==> config.mk <==
export PLATFORM = sky130hd
export DESIGN_NAME = uart_txq
export DESIGN_NICKNAME = d
export VERILOG_FILES = /design/src/rtl/uart_txq.sv
export SDC_FILE = /design/constraint.sdc
export NUM_CORES = 1
export LEC_CHECK = 0
export ABC_AREA = 1
export BUFFER_PORTS_ARGS = -buffer_cell sky130_fd_sc_hd__buf_2
export CAP_MARGIN = 20
export CELL_PAD_IN_SITES_DETAIL_PLACEMENT = 2
export CELL_PAD_IN_SITES_GLOBAL_PLACEMENT = 2
export CORE_ASPECT_RATIO = 0.7
export CORE_MARGIN = 3
export CORE_UTILIZATION = 43
export DETAILED_ROUTE_END_ITERATION = 10
export PLACE_DENSITY_LB_ADDON = 0.12
export SYNTH_ARGS = -nofsm -noshare
export SYNTH_HDL_FRONTEND = slang
export SYNTH_SLANG_ARGS = --single-unit
export TNS_END_PERCENT = 50
==> constraint.sdc <==
create_clock -name sys_clk -period 4.2 [get_ports sys_clk]
set_clock_uncertainty 0.05 [all_clocks]
set_input_delay 1.05 -clock sys_clk [delete_from_list [all_inputs] [get_ports sys_clk]]
set_output_delay 1.05 -clock sys_clk [all_outputs]
set_load 0.05 [all_outputs]
==> src/rtl/uart_txq.sv <==
// Queued UART transmitter: a TX FIFO feeding a tick-paced frame FSM with
// per-frame latched format, parity, break and flush handling.
module uart_txq #(
  parameter int FIFO_DEPTH = 16,
  parameter int LVL_W      = $clog2(FIFO_DEPTH) + 1
) (
  input  logic             sys_clk,
  input  logic             rst_b,
  input  logic             baud_tick,
  input  logic             wr_vld,
  input  logic [7:0]       wr_data,
  output logic             wr_rdy,
  input  logic [1:0]       cfg_data_len,
  input  logic             cfg_par_en,
  input  logic [1:0]       cfg_par_mode,
  input  logic             cfg_stop2,
  input  logic             brk,
  input  logic             flush,
  output logic             s_out,
  output logic [LVL_W-1:0] fifo_level,
  output logic             tx_busy,
  output logic             tx_empty,
  output logic             tx_done
);

  localparam int PTR_W = $clog2(FIFO_DEPTH);

  typedef enum logic [2:0] {
    IDLE   = 3'd0,
    START  = 3'd1,
    DATA   = 3'd2,
    PARITY = 3'd3,
    STOP   = 3'd4
  } state_t;

  // Parity over the 5+len transmitted bits only; bits above the frame width are masked off.
  function automatic logic par_calc(input logic [7:0] d, input logic [1:0] len, input logic [1:0] mode);
    logic [7:0] m;
    m = 8'hFF >> (2'd3 - len);
    case (mode)
      2'b00:   par_calc = ~(^(d & m));
      2'b01:   par_calc = ^(d & m);
      2'b10:   par_calc = 1'b1;
      2'b11:   par_calc = 1'b0;
      default: par_calc = 1'b0;
    endcase
  endfunction

  logic [7:0]       mem_r [FIFO_DEPTH];
  logic [PTR_W-1:0] wr_ptr_r, rd_ptr_r;
  logic [LVL_W-1:0] level_r, level_s;
  state_t           state_r, state_s;
  logic [7:0]       shreg_r;
  logic [2:0]       bit_cnt_r;
  logic             stop_cnt_r;
  logic [1:0]       len_r, mode_r;
  logic             par_en_r, stop2_r, par_bit_r;
  logic             s_out_r, done_r, busy_r, empty_r;
  logic             full_s, push_s, avail_s, pop_s, sout_s, done_s, shift_s;

  assign full_s  = (level_r == LVL_W'(FIFO_DEPTH));
  assign push_s  = wr_vld && !full_s && !flush;
  // A flushing cycle must not start a frame from data that is being discarded.
  assign avail_s = (level_r != {LVL_W{1'b0}}) && !flush && !brk;

  assign wr_rdy     = !full_s;
  assign fifo_level = level_r;
  assign s_out      = s_out_r;
  assign tx_done    = done_r;
  assign tx_busy    = busy_r;
  assign tx_empty   = empty_r;

  // Frame FSM next state, pop request and next serial-line value.
  always_comb begin
    state_s = state_r;
    pop_s   = 1'b0;
    sout_s  = s_out_r;
    done_s  = 1'b0;
    shift_s = 1'b0;
    case (state_r)
      IDLE: begin
        if (baud_tick && avail_s) begin
          pop_s   = 1'b1;
          state_s = START;
          sout_s  = 1'b0;
        end else begin
          sout_s = !brk;
        end
      end
      START: begin
        if (baud_tick) begin
          state_s = DATA;
          sout_s  = shreg_r[0];
          shift_s = 1'b1;
        end else begin
          state_s = START;
        end
      end
      DATA: begin
        if (baud_tick) begin
          if (bit_cnt_r == ({1'b0, len_r} + 3'd4)) begin
            if (par_en_r) begin
              state_s = PARITY;
              sout_s  = par_bit_r;
            end else begin
              state_s = STOP;
              sout_s  = 1'b1;
            end
          end else begin
            sout_s  = shreg_r[0];
            shift_s = 1'b1;
          end
        end else begin
          state_s = DATA;
        end
      end
      PARITY: begin
        if (baud_tick) begin
          state_s = STOP;
          sout_s  = 1'b1;
        end else begin
          state_s = PARITY;
        end
      end
      STOP: begin
        if (baud_tick && (stop_cnt_r == stop2_r)) begin
          done_s = 1'b1;
          if (avail_s) begin
            pop_s   = 1'b1;
            state_s = START;
            sout_s  = 1'b0;
          end else begin
            state_s = IDLE;
            sout_s  = !brk;
          end
        end else begin
          sout_s = 1'b1;
        end
      end
      default: begin
        state_s = IDLE;
        sout_s  = 1'b1;
      end
    endcase
  end

  // Next FIFO occupancy; flush wins over any push.
  always_comb begin
    level_s = level_r;
    if (flush) begin
      level_s = {LVL_W{1'b0}};
    end else begin
      case ({push_s, pop_s})
        2'b10:   level_s = level_r + LVL_W'(1);
        2'b01:   level_s = level_r - LVL_W'(1);
        default: level_s = level_r;
      endcase
    end
  end

  // FIFO storage; contents need no reset since occupancy gates every read.
  always_ff @(posedge sys_clk) begin
    if (push_s) begin
      mem_r[wr_ptr_r] <= wr_data;
    end
  end

  // FIFO pointers and occupancy.
  always_ff @(posedge sys_clk or negedge rst_b) begin
    if (!rst_b) begin
      wr_ptr_r <= {PTR_W{1'b0}};
      rd_ptr_r <= {PTR_W{1'b0}};
      level_r  <= {LVL_W{1'b0}};
    end else if (flush) begin
      wr_ptr_r <= {PTR_W{1'b0}};
      rd_ptr_r <= {PTR_W{1'b0}};
      level_r  <= {LVL_W{1'b0}};
    end else begin
      if (push_s) wr_ptr_r <= wr_ptr_r + PTR_W'(1);
      if (pop_s)  rd_ptr_r <= rd_ptr_r + PTR_W'(1);
      level_r <= level_s;
    end
  end

  // FSM state, shift register, per-frame format registers and status outputs.
  always_ff @(posedge sys_clk or negedge rst_b) begin
    if (!rst_b) begin
      state_r    <= IDLE;
      shreg_r    <= 8'h00;
      bit_cnt_r  <= 3'd0;
      stop_cnt_r <= 1'b0;
      len_r      <= 2'd0;
      mode_r     <= 2'd0;
      par_en_r   <= 1'b0;
      stop2_r    <= 1'b0;
      par_bit_r  <= 1'b0;
      s_out_r    <= 1'b1;
      done_r     <= 1'b0;
      busy_r     <= 1'b0;
      empty_r    <= 1'b1;
    end else begin
      state_r <= state_s;
      s_out_r <= sout_s;
      done_r  <= done_s;
      busy_r  <= (state_s != IDLE);
      empty_r <= (state_s == IDLE) && (level_s == {LVL_W{1'b0}});
      if (pop_s) begin
        shreg_r   <= mem_r[rd_ptr_r];
        len_r     <= cfg_data_len;
        mode_r    <= cfg_par_mode;
        par_en_r  <= cfg_par_en;
        stop2_r   <= cfg_stop2;
        par_bit_r <= par_calc(mem_r[rd_ptr_r], cfg_data_len, cfg_par_mode);
        bit_cnt_r <= 3'd0;
      end else if (shift_s) begin
        shreg_r <= {1'b0, shreg_r[7:1]};
        if (state_r == DATA) bit_cnt_r <= bit_cnt_r + 3'd1;
      end
      if (state_r != STOP) begin
        stop_cnt_r <= 1'b0;
      end else if (baud_tick) begin
        stop_cnt_r <= 1'b1;
      end
    end
  end

endmodule
==> flow_summary_export.csv <==
group,metric,value,unit
clock_tree,cts_inserted_buffers,17,
worst_setup_path,worst-setup-path-type,"input port to flop",
pwr,switching_share,30.5,%
clock_tree,cts_root_buf,"clkbuf_16",
cells_and_area,area_growth,12.7,%
global_routing,grt_max_degree,59,
synth,seq_area_frac_synth,63.9,%
clock_tree,cts_resized,0,
sta,tightest_slew,1020,ps
drt,drtIter0Drc,511,
pwr,power_density,503,mW/mm2
clock_tree,path_clk_slew,70,ps
worst_setup_path,cpMaxStageDelayCell,"ha_1",
pwr,internal-power,2.94,mW
place,dpl.hpwl,15400,um
drt,first_pass_iters,6,
pwr,ir_drop,0.000264,V
clock_tree,cts_tree,"yes",
synth,avgSynthCellArea,9.95,um2
worst_setup_path,cp_data_required_time,4520,ps
sta,rsz0062_at_grt,"no",
drt,ant_nets,0,
clock_tree,postCtsSetupBuffers,0,
floorplan,fp-row-count,39,
clock_tree,cts_sinks,165,
clock_tree,cts_hold_buf,0,
global_routing,overflow,0,
drt,post_drt_wl_per_cell,24.5,um
floorplan,io_pins,30,
floorplan,initial_utilization,44.9,%
drt,vias,5751,
worst_setup_path,cp.arrival,4080,ps
run,max-cap-violations,0,
pwr,sequentialPowerShare,46.4,%
sta,setup_viol,0,
synth,netlist_instances,750,
place,placed_cells,994,
global_routing,antenna_found_initial,0,
cells_and_area,n_antenna_cell,0,
synth,ys_seq_elements,165,
worst_setup_path,crit_fanout,11,
sta,hold_slack,469,ps
worst_setup_path,critical_path_buf_inv_count,3,
sta,fin_crit_sh,89.7,%
floorplan,core_area,0.0166,mm2
floorplan,die_w,163,um
cells_and_area,layout-drive-gt1-share,12.5,%
cells_and_area,layout_commonest_cell,"nand2_1",
worst_setup_path,worstSetupStartpointType,"input port",
drt,drc,0,
worst_setup_path,critPathMostFrequentCell,"o21ai_0",
worst_hold_path,holdCritPathClass,"flop to flop",
synth,yosys_warnings,0,
worst_setup_path,slowest_delay,390,ps
pwr,combPwrFrac,15.8,%
status,status,"complete, no violations",
sta,slew_viol_final,0,
floorplan,die_area,0.0190,mm2
sta,period_minus_slack,3770,ps
cells_and_area,final_cells,1026,
cells_and_area,most-common-layout-cells,"218 x nand2_1, 128 x edfxtp_1, 87 x nor2_1",
cells_and_area,finalNetCount,817,
global_routing,grt_usage,28.2,%
clock_tree,cts_buffer_depth,2,
worst_setup_path,path_cells,"buf_2 -> nor2_1 -> clkinv_1 -> ha_1 -> xor2_1 -> ha_1 -> inv_1 -> nand2_1 -> nand2_1 -> o21ai_0 -> o21ai_0 -> a21oi_1 -> o21ai_0 -> a21oi_1 -> nor3_2",
synth,synthTopCellsByArea,"edfxtp_1 51%, dfrtp_1 12%, nand2_1 11%",
floorplan,die_y,116,um
sta,slew_headroom,32.0,%
synth,synth_top_area_share,51.5,%
pwr,p_sw,1.29,mW
drt,finalWirelength,25100,um
synth,synth_nets,779,
global_routing,grt_pass1_vias,6603,
drt,avgViaCountPerCell,5.61,
worst_setup_path,crit_family,"compound AO/OA/AOI/OAI gates",
worst_setup_path,end_kind,"flop",
pwr,p_leak,3.37,nW
place,gp_congestion,0.914,
synth,syn_area,0.00747,mm2
sta,hold_viol,0,
sta,setup_tns,0,ps
synth,synth.distinct_cells,36,
pwr,p_clk_share,37.7,%
sta,fmax,0.266,GHz
clock_tree,clock_latency,440,ps
place,io_buffers,29,
clock_tree,htreeDepth,4,
synth,yosysTopAreaCell,"edfxtp_1",
global_routing,grt_pass1_wl,39300,um
==> tightest hold or removal path: stages, from the launching register on <==
cell and delay (ps):
dfrtp_1 370, nand2_1 60, nand2_1 50
==> power groups by stage <==
stage | clock (mW) | combinational, mW | sequential (mW)
2_1_floorplan | 0 | 0.379 | 2.03
3_3_place_gp | 0 | 0.590 | 1.98
3_5_place_dp | 0 | 0.644 | 1.99
4_1_cts | 1.61 | 0.674 | 1.96
5_1_grt | 1.67 | 0.751 | 1.98
6_report | 1.60 | 0.670 | 1.96
==> through the flow <==
stage               setup slack [ps]  area (um2)  power, mW  util (%)
detailed placement               265        7830       2.63      47.0
global route                    90.3        8410       4.40      50.5
finish                           434        8410       4.23      50.5
CTS                              426        8410       4.24      50.5
global placement                 576        7830       2.57      47.0
floorplan                        710        7470       2.41         -
==> cell usage after synthesis (all sizes together) <==
| cell type | n |
|---|---|
| a211oi | 3 |
| dfstp | 2 |
| edfxtp | 128 |
| inv | 57 |
| o211ai | 5 |
| nor4 | 2 |
| o221ai | 1 |
| nand4 | 1 |
| o311ai | 1 |
| o21a | 1 |
| buf | 24 |
| a31o | 1 |
| ha | 9 |
| nand3 | 47 |
| o21ai | 61 |
| dfrtp | 35 |
| o2111ai | 1 |
| nand2 | 223 |
| nor3 | 17 |
| nor2 | 90 |
| a31oi | 1 |
| clkinv | 6 |
| xor2 | 4 |
| a21oi | 28 |
| clkbuf | 1 |
| or2 | 1 |
==> cell type report <==
class / count / area [um2]
multi-input combinational: 497 / 2270
clock inverter: 14 / 153
inverter: 63 / 241
timing repair buffer: 44 / 258
fill: 1745 / 8230
sequential: 165 / 4770
tap: 225 / 282
clock buffer: 18 / 429
==> cells by family (layout without fill, tap and decap cells) <==
logic type               Yosys count  after routing  synth area share [%]
XOR/XNOR                           4              4                 0.469
adder cells (fa/ha/maj)            9              9                  1.51
buffers and inverters             88            139                  5.75
flip-flops                       165            165                  63.9
AO/OA/AOI/OAI                    103            103                  7.42
AND/OR/NAND/NOR                  381            381                  20.9
==> sequential cells by signal, indices dropped and copies added, names as in the netlist <==
register    count
state_r         3
shreg_r         8
bit_cnt_r       3
wr_ptr_r        4
stop2_r         1
stop_cnt_r      1
fifo_level      5
tx_done         1
mem_r         128
len_r           2
par_en_r        1
s_out           1
rd_ptr_r        4
par_bit_r       1
tx_busy         1
tx_empty        1
==> worst paths after layout <==
| kind | endpoint | slack (ps) | cells after the start | from |
|---|---|---|---|---|
| setup / recovery | tx_empty | 430 | 15 | flush |
| hold / removal | par_en_r | 470 | 2 | par_en_r |
| min in group asynchronous | shreg_r[4] | 690 | 1 | rst_b |
| hold reg to reg | par_en_r | 470 | 2 | par_en_r |
| setup reg to reg | tx_empty | 440 | 17 | fifo_level[0] |
| max in group asynchronous | rd_ptr_r[0] | 2770 | 1 | rst_b |
==> per-layer routing <==
layer / wire, um / global-route usage [%] / vias to the layer above / part of all wire [%]
li1: - / - / 2592 / -
met1: 11000 / 37.1 / 2945 / 44
met2: 12200 / 46.9 / 161 / 48
met3: 1300 / 5.42 / 53 / 5.2
met4: 630 / 11.0 / 0 / 2.5
met5: 0 / 0 / - / 0
No activity file was read; power rests on OpenSTA's default activity.
